### src/rtl/vector_gates_rx_pkg.sv
// Shared basics for the vector_gates_rx serial receiver.
//   DEFAULT_WIDTH     : default operand width in bits
//   DEFAULT_FRAME_LEN : serial frame length for the default width (2*WIDTH)
//   frame_len()       : frame length for an arbitrary operand width
package vector_gates_rx_pkg;

   localparam int unsigned DEFAULT_WIDTH     = 3;
   localparam int unsigned DEFAULT_FRAME_LEN = 2 * DEFAULT_WIDTH;

   function automatic int unsigned frame_len(input int unsigned width);
      return 2 * width;
   endfunction

endpackage

### src/rtl/vector_gates_rx.sv
// vector_gates_rx: serial receiver that collects a 2*WIDTH-bit frame LSB-first,
// decodes two inverted operands and presents them with their bitwise/logical OR.
// Ports:
//   clk, rst_n        : clock, asynchronous active-low reset
//   in_valid/in_ready : serial beat handshake; in_bit carries data, in_last ends a frame
//   out_valid/out_ready : result handshake; results held while out_valid && !out_ready
//   out_a, out_b      : recovered operands (frame halves inverted)
//   out_or_bitwise    : out_a | out_b
//   out_or_logical    : 1 iff out_a | out_b is non-zero
//   frame_err         : one-cycle pulse when in_last does not coincide with the final beat
module vector_gates_rx
   import vector_gates_rx_pkg::*;
#(
   parameter int unsigned WIDTH = DEFAULT_WIDTH
) (
   input  logic             clk,
   input  logic             rst_n,
   input  logic             in_valid,
   output logic             in_ready,
   input  logic             in_bit,
   input  logic             in_last,
   output logic             out_valid,
   input  logic             out_ready,
   output logic [WIDTH-1:0] out_a,
   output logic [WIDTH-1:0] out_b,
   output logic [WIDTH-1:0] out_or_bitwise,
   output logic             out_or_logical,
   output logic             frame_err
);

   localparam int unsigned FRAME_LEN = frame_len(WIDTH);
   localparam int unsigned CNT_W     = (FRAME_LEN > 1) ? $clog2(FRAME_LEN) : 1;
   localparam logic [CNT_W-1:0] LAST_CNT = CNT_W'(FRAME_LEN - 1);

   logic [CNT_W-1:0]     cnt;
   logic [FRAME_LEN-1:0] word;
   logic [FRAME_LEN-1:0] word_next;
   logic [WIDTH-1:0]     dec_a;
   logic [WIDTH-1:0]     dec_b;
   logic                 at_last;
   logic                 accept;
   logic                 frame_done;
   logic                 frame_bad;

   assign at_last = (cnt == LAST_CNT);

   // Only the completing beat can be stalled: earlier beats never touch the
   // held result, so they are accepted even while out_valid waits.
   assign in_ready = !(at_last && out_valid && !out_ready);
   assign accept   = in_valid && in_ready;

   // Right shift lands the first beat in word[0] once all beats have arrived.
   assign word_next = {in_bit, word[FRAME_LEN-1:1]};

   assign dec_a = ~word_next[WIDTH-1:0];
   assign dec_b = ~word_next[FRAME_LEN-1:WIDTH];

   assign frame_done = accept && at_last && in_last;
   // Malformed: last flag missing on the final beat, or present on an earlier one.
   assign frame_bad  = accept && (at_last != in_last);

   always_ff @(posedge clk or negedge rst_n) begin
      if (!rst_n) begin
         cnt  <= '0;
         word <= '0;
      end else if (accept) begin
         if (at_last || in_last) begin
            cnt  <= '0;
            word <= '0;
         end else begin
            cnt  <= cnt + CNT_W'(1);
            word <= word_next;
         end
      end
   end

   always_ff @(posedge clk or negedge rst_n) begin
      if (!rst_n) begin
         out_valid      <= 1'b0;
         out_a          <= '0;
         out_b          <= '0;
         out_or_bitwise <= '0;
         out_or_logical <= 1'b0;
         frame_err      <= 1'b0;
      end else begin
         frame_err <= frame_bad;
         if (frame_done) begin
            out_valid      <= 1'b1;
            out_a          <= dec_a;
            out_b          <= dec_b;
            out_or_bitwise <= dec_a | dec_b;
            out_or_logical <= |(dec_a | dec_b);
         end else if (out_valid && out_ready) begin
            out_valid <= 1'b0;
         end
      end
   end

endmodule

### config.mk
export PLATFORM = sky130hd
export DESIGN_NAME = vector_gates_rx
export DESIGN_NICKNAME = d
export VERILOG_FILES = /design/src/rtl/vector_gates_rx_pkg.sv /design/src/rtl/vector_gates_rx.sv
export SDC_FILE = /design/constraint.sdc
export NUM_CORES = 1
export LEC_CHECK = 0
export BUFFER_PORTS_ARGS = -buffer_cell sky130_fd_sc_hd__buf_2
export CAP_MARGIN = 20
export CORE_MARGIN = 3
export CORE_UTILIZATION = 25
export DETAILED_ROUTE_END_ITERATION = 7
export MAX_ROUTING_LAYER = met4
export SKIP_CTS_REPAIR_TIMING = 1
export SYNTH_ARGS = -nofsm -noshare
export SYNTH_HDL_FRONTEND = slang
export SYNTH_SLANG_ARGS = --single-unit
### constraint.sdc
create_clock -name clk -period 3.8 [get_ports clk]
set_input_delay 0.19 -clock clk [delete_from_list [all_inputs] [get_ports clk]]
set_output_delay 0.19 -clock clk [all_outputs]
set_load 0.02 [all_outputs]
==> flow_summary.json, run 1 <==
{
  "p_comb_share_pct": 24.8,
  "hold_slack_ns": 0.0835,
  "yosysTopAreaCellShare_pct": 55.2,
  "seq_power_share_pct": 46.4,
  "syn_inst": 82,
  "fmax_ghz": 0.494,
  "cp_max_fo": 10,
  "p_sw_w": 0.000189,
  "cts_root_buffer": "clkbuf_4",
  "drv_cap": 0,
  "die_x_um": 66.2,
  "tightestPinTransition_ns": 0.928,
  "grt_pass1_vias": 660,
  "ioPinCount": 19,
  "insertion_delay_ns": 0.31,
  "power.leakage_nw": 0.521,
  "area_growth_pct": 21.5,
  "postRouteAntennaNets": 0,
  "report.final.slew_viol_count": 0,
  "synth_area_leader_cell": "dfrtp_1",
  "cts_inserted_buffers": 3,
  "coreArea_mm2": 0.00342,
  "die_height_um": 66.2,
  "rsz0062_at_grt": "false",
  "routedWlPerCell_um": 12.3,
  "power.density_mw_per_mm2": 558,
  "critPathKind": "reg -> reg",
  "io_buffers": 18,
  "finalWirelength_um": 1830,
  "fin_skew_ns": 0.00352,
  "finalSetupTns_ns": 0,
  "hold_path.class": "in -> reg",
  "drc": 0,
  "min_period_ns": 2.03,
  "clk_path_buf_depth": 2,
  "end_kind": "flop",
  "status": "completed",
  "finalSetupViolations": 0,
  "synthesis.nets": 91,
  "synth_area_per_cell_um2": 11.0,
  "yosys_warnings": 0,
  "totalPowerFinal_w": 0.000614,
  "timing.final.crit_share_pct": 53.3,
  "diodes": 0,
  "slew_headroom_pct": 37.8,
  "num_vias": 659,
  "htreeDepth": 1,
  "clk_pin_slew_worst_paths_ns": 0.12,
  "first_pass_iters": 4,
  "fin_util_pct": 32.2,
  "synth_seq_cells": 20,
  "cts.sinks": 20,
  "irDropWorstVdd_mv": 0.317,
  "cts_tree": "yes",
  "drt_iter0_drc": 7,
  "dieArea_mm2": 0.00438,
  "initial_core_util_pct": 26.5,
  "grt_max_degree": 21,
  "track_usage_pct": 9.27,
  "viasPerCell": 4.42,
  "nets": 113,
  "swShare_pct": 30.7,
  "dp_hpwl_um": 1390,
  "drive_gt1_share_pct": 26.2,
  "gr-total-overflow": 0,
  "gp_congestion": 0.772,
  "antenna_found_initial": 0,
  "synth.distinct_cells": 21,
  "grt_pass1_wl_um": 3060,
  "hold_violations": 0,
  "clockPowerShare_pct": 28.8,
  "r2r_slack_ns": 1.77,
  "synth-seq-area-share_pct": 55.2,
  "cp-start-kind": "flop",
  "yosys-top-cells-area": "dfrtp_1 55%, mux2i_1 7.7%, o21ai_0 7.7%",
  "critPathRequiredTime_ns": 4.00,
  "syn_area_um2": 906,
  "mostFrequentLayoutCells": "20 x dfrtp_1, 18 x buf_2, 14 x o21ai_0, 10 x nand2_1, 9 x inv_1",
  "worstPathArrival_ns": 2.22,
  "p_int_w": 0.000426,
  "rows": 21,
  "final_common_cell": "dfrtp_1"
}
[sequential cells by signal (all words and copies together) (netlist names)]
signal,cells
out_b,3
out_or_bitwise,3
frame_err,1
word,5
cnt,3
out_a,3
out_or_logical,1
out_valid,1
[critical path, stage by stage, from the launching register on]
cell     delay [ns]
dfrtp_1        0.40
inv_1          0.08
ha_1           0.18
nand2_2        0.10
nor3_2         0.78
mux2_1         0.39
[routing by layer]
metal	GRT usage [%]	vias to the layer above	routed length (um)	share of wire [%]
met5	-	-	0	0
met3	3.06	2	98	5.4
li1	-	317	-	-
met2	15.5	19	930	51
met4	0.761	0	7	0.38
met1	11.4	321	790	43
[through the flow]
stage	instance area, um^2	worst slack, ns	instances
after global routing	1100	1.59	149
after global placement	1040	1.86	144
after floorplan	906	2.35	82
final	1100	1.77	149
after detailed placement	1040	1.73	144
after CTS	1090	1.72	148
[power by group through the flow]
| stage | logic, W | clock network, W | registers [W] |
|---|---|---|---|
| 5_1_grt | 0.000168 | 0.000188 | 0.000294 |
| 2_1_floorplan | 0.0000592 | 0 | 0.000326 |
| 6_report | 0.000152 | 0.000177 | 0.000285 |
| 3_3_place_gp | 0.000150 | 0 | 0.000288 |
| 3_5_place_dp | 0.000154 | 0 | 0.000291 |
| 4_1_cts | 0.000155 | 0.000178 | 0.000286 |
[synth_stat cells, drive strengths merged]
cell     n
mux2     4
o21ai   15
nand4b   1
mux2i    7
nor3     1
nand2   11
or3      1
clkbuf   1
inv     10
buf      1
and4b    1
and3     1
nor2b    1
a21o     1
ha       3
nand2b   3
dfrtp   20
[kinds of logic after synthesis]
kind of cell	synth area share (%)
flops	55.2
compound gates	9.53
mux	13.1
simple gates	12.2
buf+inv	5.80
fa+ha+maj	4.14
[final timing paths]
kind / startpoint / to / cells past startpoint
setup reg to reg: cnt[1] / out_or_bitwise[2] / 5
max in group asynchronous: rst_n / word[4] / 2
hold / removal: in_bit / out_b[2] / 2
setup / recovery: cnt[1] / out_or_bitwise[2] / 5
min in group asynchronous: rst_n / cnt[1] / 2
hold reg to reg: out_or_bitwise[0] / out_or_bitwise[0] / 1
[layout make-up]
type                            instances  area, um^2
Clock inverter                          1        30.0
Clock buffer                            3        22.5
Timing Repair Buffer                   19         100
Sequential cell                        20         500
Multi-Input combinational cell         50         353
Fill cell                             357        2310
Tap cell                               46        57.6
Inverter                               10        37.5
(Power assumes the default switching activity.)
==> run 2: changes to the inputs <==
==> constraint.sdc (replaced) <==
create_clock -name clk -period 1.9 [get_ports clk]
set_input_delay 0.095 -clock clk [delete_from_list [all_inputs] [get_ports clk]]
set_output_delay 0.095 -clock clk [all_outputs]
set_load 0.02 [all_outputs]
==> run 2 against run 1 <==
  * Final area grew 2.8%
  * Die area unchanged
  * Routed wire length grew 2.1%
  * Sequential share of layout area shrank 1.3 points
  * First-iteration DRC count up 71%
  * Hold slack improved by 0.0086 ns
==> flow_summary.json, run 2 (same netlist as run 1, synthesis figures left out) <==
{
  "status": "completed",
  "ioPinCount": 19,
  "io_buffers": 18,
  "swShare_pct": 30.4,
  "gr-total-overflow": 0,
  "clockPowerShare_pct": 28.4,
  "critPathKind": "reg -> out",
  "grt_pass1_wl_um": 3150,
  "n_fill_cell": 350,
  "drive_gt1_share_pct": 27.4,
  "cp_cell_sequence": "inv_1 > ha_1 > and4b_1 > inv_2 > buf_2",
  "first_pass_iters": 5,
  "area_growth_pct": 25.0,
  "mostFrequentLayoutCells": "20 x dfrtp_1, 18 x buf_2, 14 x o21ai_0, 10 x nand2_1, 9 x inv_1",
  "dieArea_mm2": 0.00438,
  "drv_cap": 0,
  "htreeDepth": 1,
  "fin_util_pct": 33.2,
  "slowest_stage": "dfrtp_1",
  "r2r_slack_ns": 0.30,
  "diodes": 0,
  "min_from": "in_valid",
  "fin_skew_ns": 0.00565,
  "routedWlPerCell_um": 12.3,
  "irDropWorstVdd_mv": 0.704,
  "critPathRequiredTime_ns": 1.80,
  "finalSetupViolations": 0,
  "die_x_um": 66.2,
  "crit_path_max_incr_delay_ns": 0.40,
  "num_vias": 667,
  "grt_pass1_vias": 683,
  "r2r_end": "out_a[2]",
  "nets": 116,
  "cts_inserted_buffers": 3,
  "finalSetupTns_ns": 0,
  "hold_violations": 0,
  "finalWirelength_um": 1870,
  "clk_path_buf_depth": 2,
  "gp_congestion": 0.861,
  "r2r_cells": 6,
  "top_usage_layer": "met2",
  "drt_iter0_drc": 12,
  "p_sw_w": 0.000373,
  "fmax_ghz": 0.620,
  "crit_family": "flip-flops",
  "grt_use_met3_pct": 3.23,
  "rows": 21,
  "rr_startpoint": "cnt[1]",
  "largest_reg_flops": 5,
  "hold_path.class": "in -> reg",
  "initial_core_util_pct": 26.5,
  "regMostFlops": "word",
  "grt_util_met2_pct": 14.9,
  "worstPathArrival_ns": 1.52,
  "min_period_ns": 1.61,
  "power.density_mw_per_mm2": 1080,
  "placed_cell_area_mm2": 0.00105,
  "preCtsSetupSlack_ns": 0.152,
  "totalPowerFinal_w": 0.00123,
  "drc": 0,
  "die_height_um": 66.2,
  "slew_headroom_pct": 70.8,
  "setup_slack_ns": 0.287,
  "clk_pin_slew_worst_paths_ns": 0.11,
  "use_met1_pct": 12.0,
  "hold_end": "frame_err",
  "hold_path_depth": 2,
  "power.leakage_nw": 0.537,
  "crit_buf_inv": 3,
  "cts_root_buffer": "clkbuf_4",
  "dp_hpwl_um": 1390,
  "tightestPinTransition_ns": 0.438,
  "grt_max_degree": 21,
  "antenna_found_initial": 0,
  "report.final.slew_viol_count": 0,
  "viasPerCell": 4.39,
  "postRouteAntennaNets": 0,
  "cts_tree": "yes",
  "coreArea_mm2": 0.00342,
  "end_kind": "output port",
  "cp-start-kind": "flop",
  "p_comb_share_pct": 25.3,
  "design_area_mm2": 0.00113,
  "insertion_delay_ns": 0.31,
  "timing.final.crit_share_pct": 84.9,
  "track_usage_pct": 9.66,
  "rsz0062_at_grt": "false",
  "cp_max_fo": 7,
  "seq_power_share_pct": 46.3,
  "p_int_w": 0.000854,
  "final_common_cell": "dfrtp_1",
  "cts.sinks": 20
}
==> run 2: cell types whose count changed in the layout (fill, tap and decap cells not counted), sizes merged <==
cell         previous run  this run
buf                    18        20
dlygate4sd3             1         2
==> run 2: power by group through the flow <==
stage | Clock [W] | Combinational, W | Sequential (W)
finish | 0.000349 | 0.000310 | 0.000568
global route | 0.000378 | 0.000342 | 0.000585
CTS | 0.000364 | 0.000312 | 0.000570
detailed placement | 0 | 0.000309 | 0.000579
global placement | 0 | 0.000303 | 0.000576
floorplan | 0 | 0.000118 | 0.000653
==> run 2: worst reg2reg max path, delay by kind of cell, from the launching register on <==
| kind | cells | cell delay, ns |
|---|---|---|
| and+or+nand+nor | 2 | 0.48 |
| muxes | 1 | 0.20 |
| adders and majority gates | 1 | 0.17 |
| DFF | 1 | 0.40 |
| buffers and inverters | 2 | 0.29 |
==> run 2: cell type report <==
type                    instances  area [um^2]  area share (%)
repair buffers                 22          125            11.0
multi-input cells              50          359            31.7
flip-flops and latches         20          500            44.2
well taps                      46         57.6            5.08
clock buffers                   3         22.5            1.99
inverters                      10         37.5            3.31
clock inverters                 1         30.0            2.65
==> run 2: metal layers <==
| layer | up-vias | wire length (um) |
|---|---|---|
| met5 | - | 0 |
| met4 | 0 | 16 |
| met3 | 2 | 115 |
| met2 | 18 | 906 |
| met1 | 325 | 827 |
| li1 | 322 | - |
==> run 2: how the worst max path moves through the flow <==
stage | endpoint | from | cells past startpoint
global placement | out_or_bitwise[2] | cnt[1] | 5
CTS | out_a[2] | cnt[1] | 6
finish | in_ready | cnt[1] | 5
floorplan | out_or_bitwise[0] | cnt[1] | 6
global route | out_b[0] | cnt[1] | 6
detailed placement | out_a[2] | cnt[1] | 6
==> run 2: per-stage QoR <==
step	std cells	hold slack, ns
floorplan	82	-0.201
global placement	146	0.0649
detailed placement	146	0.0692
CTS	150	-0.288
global route	152	0.0699
finish	152	0.0921
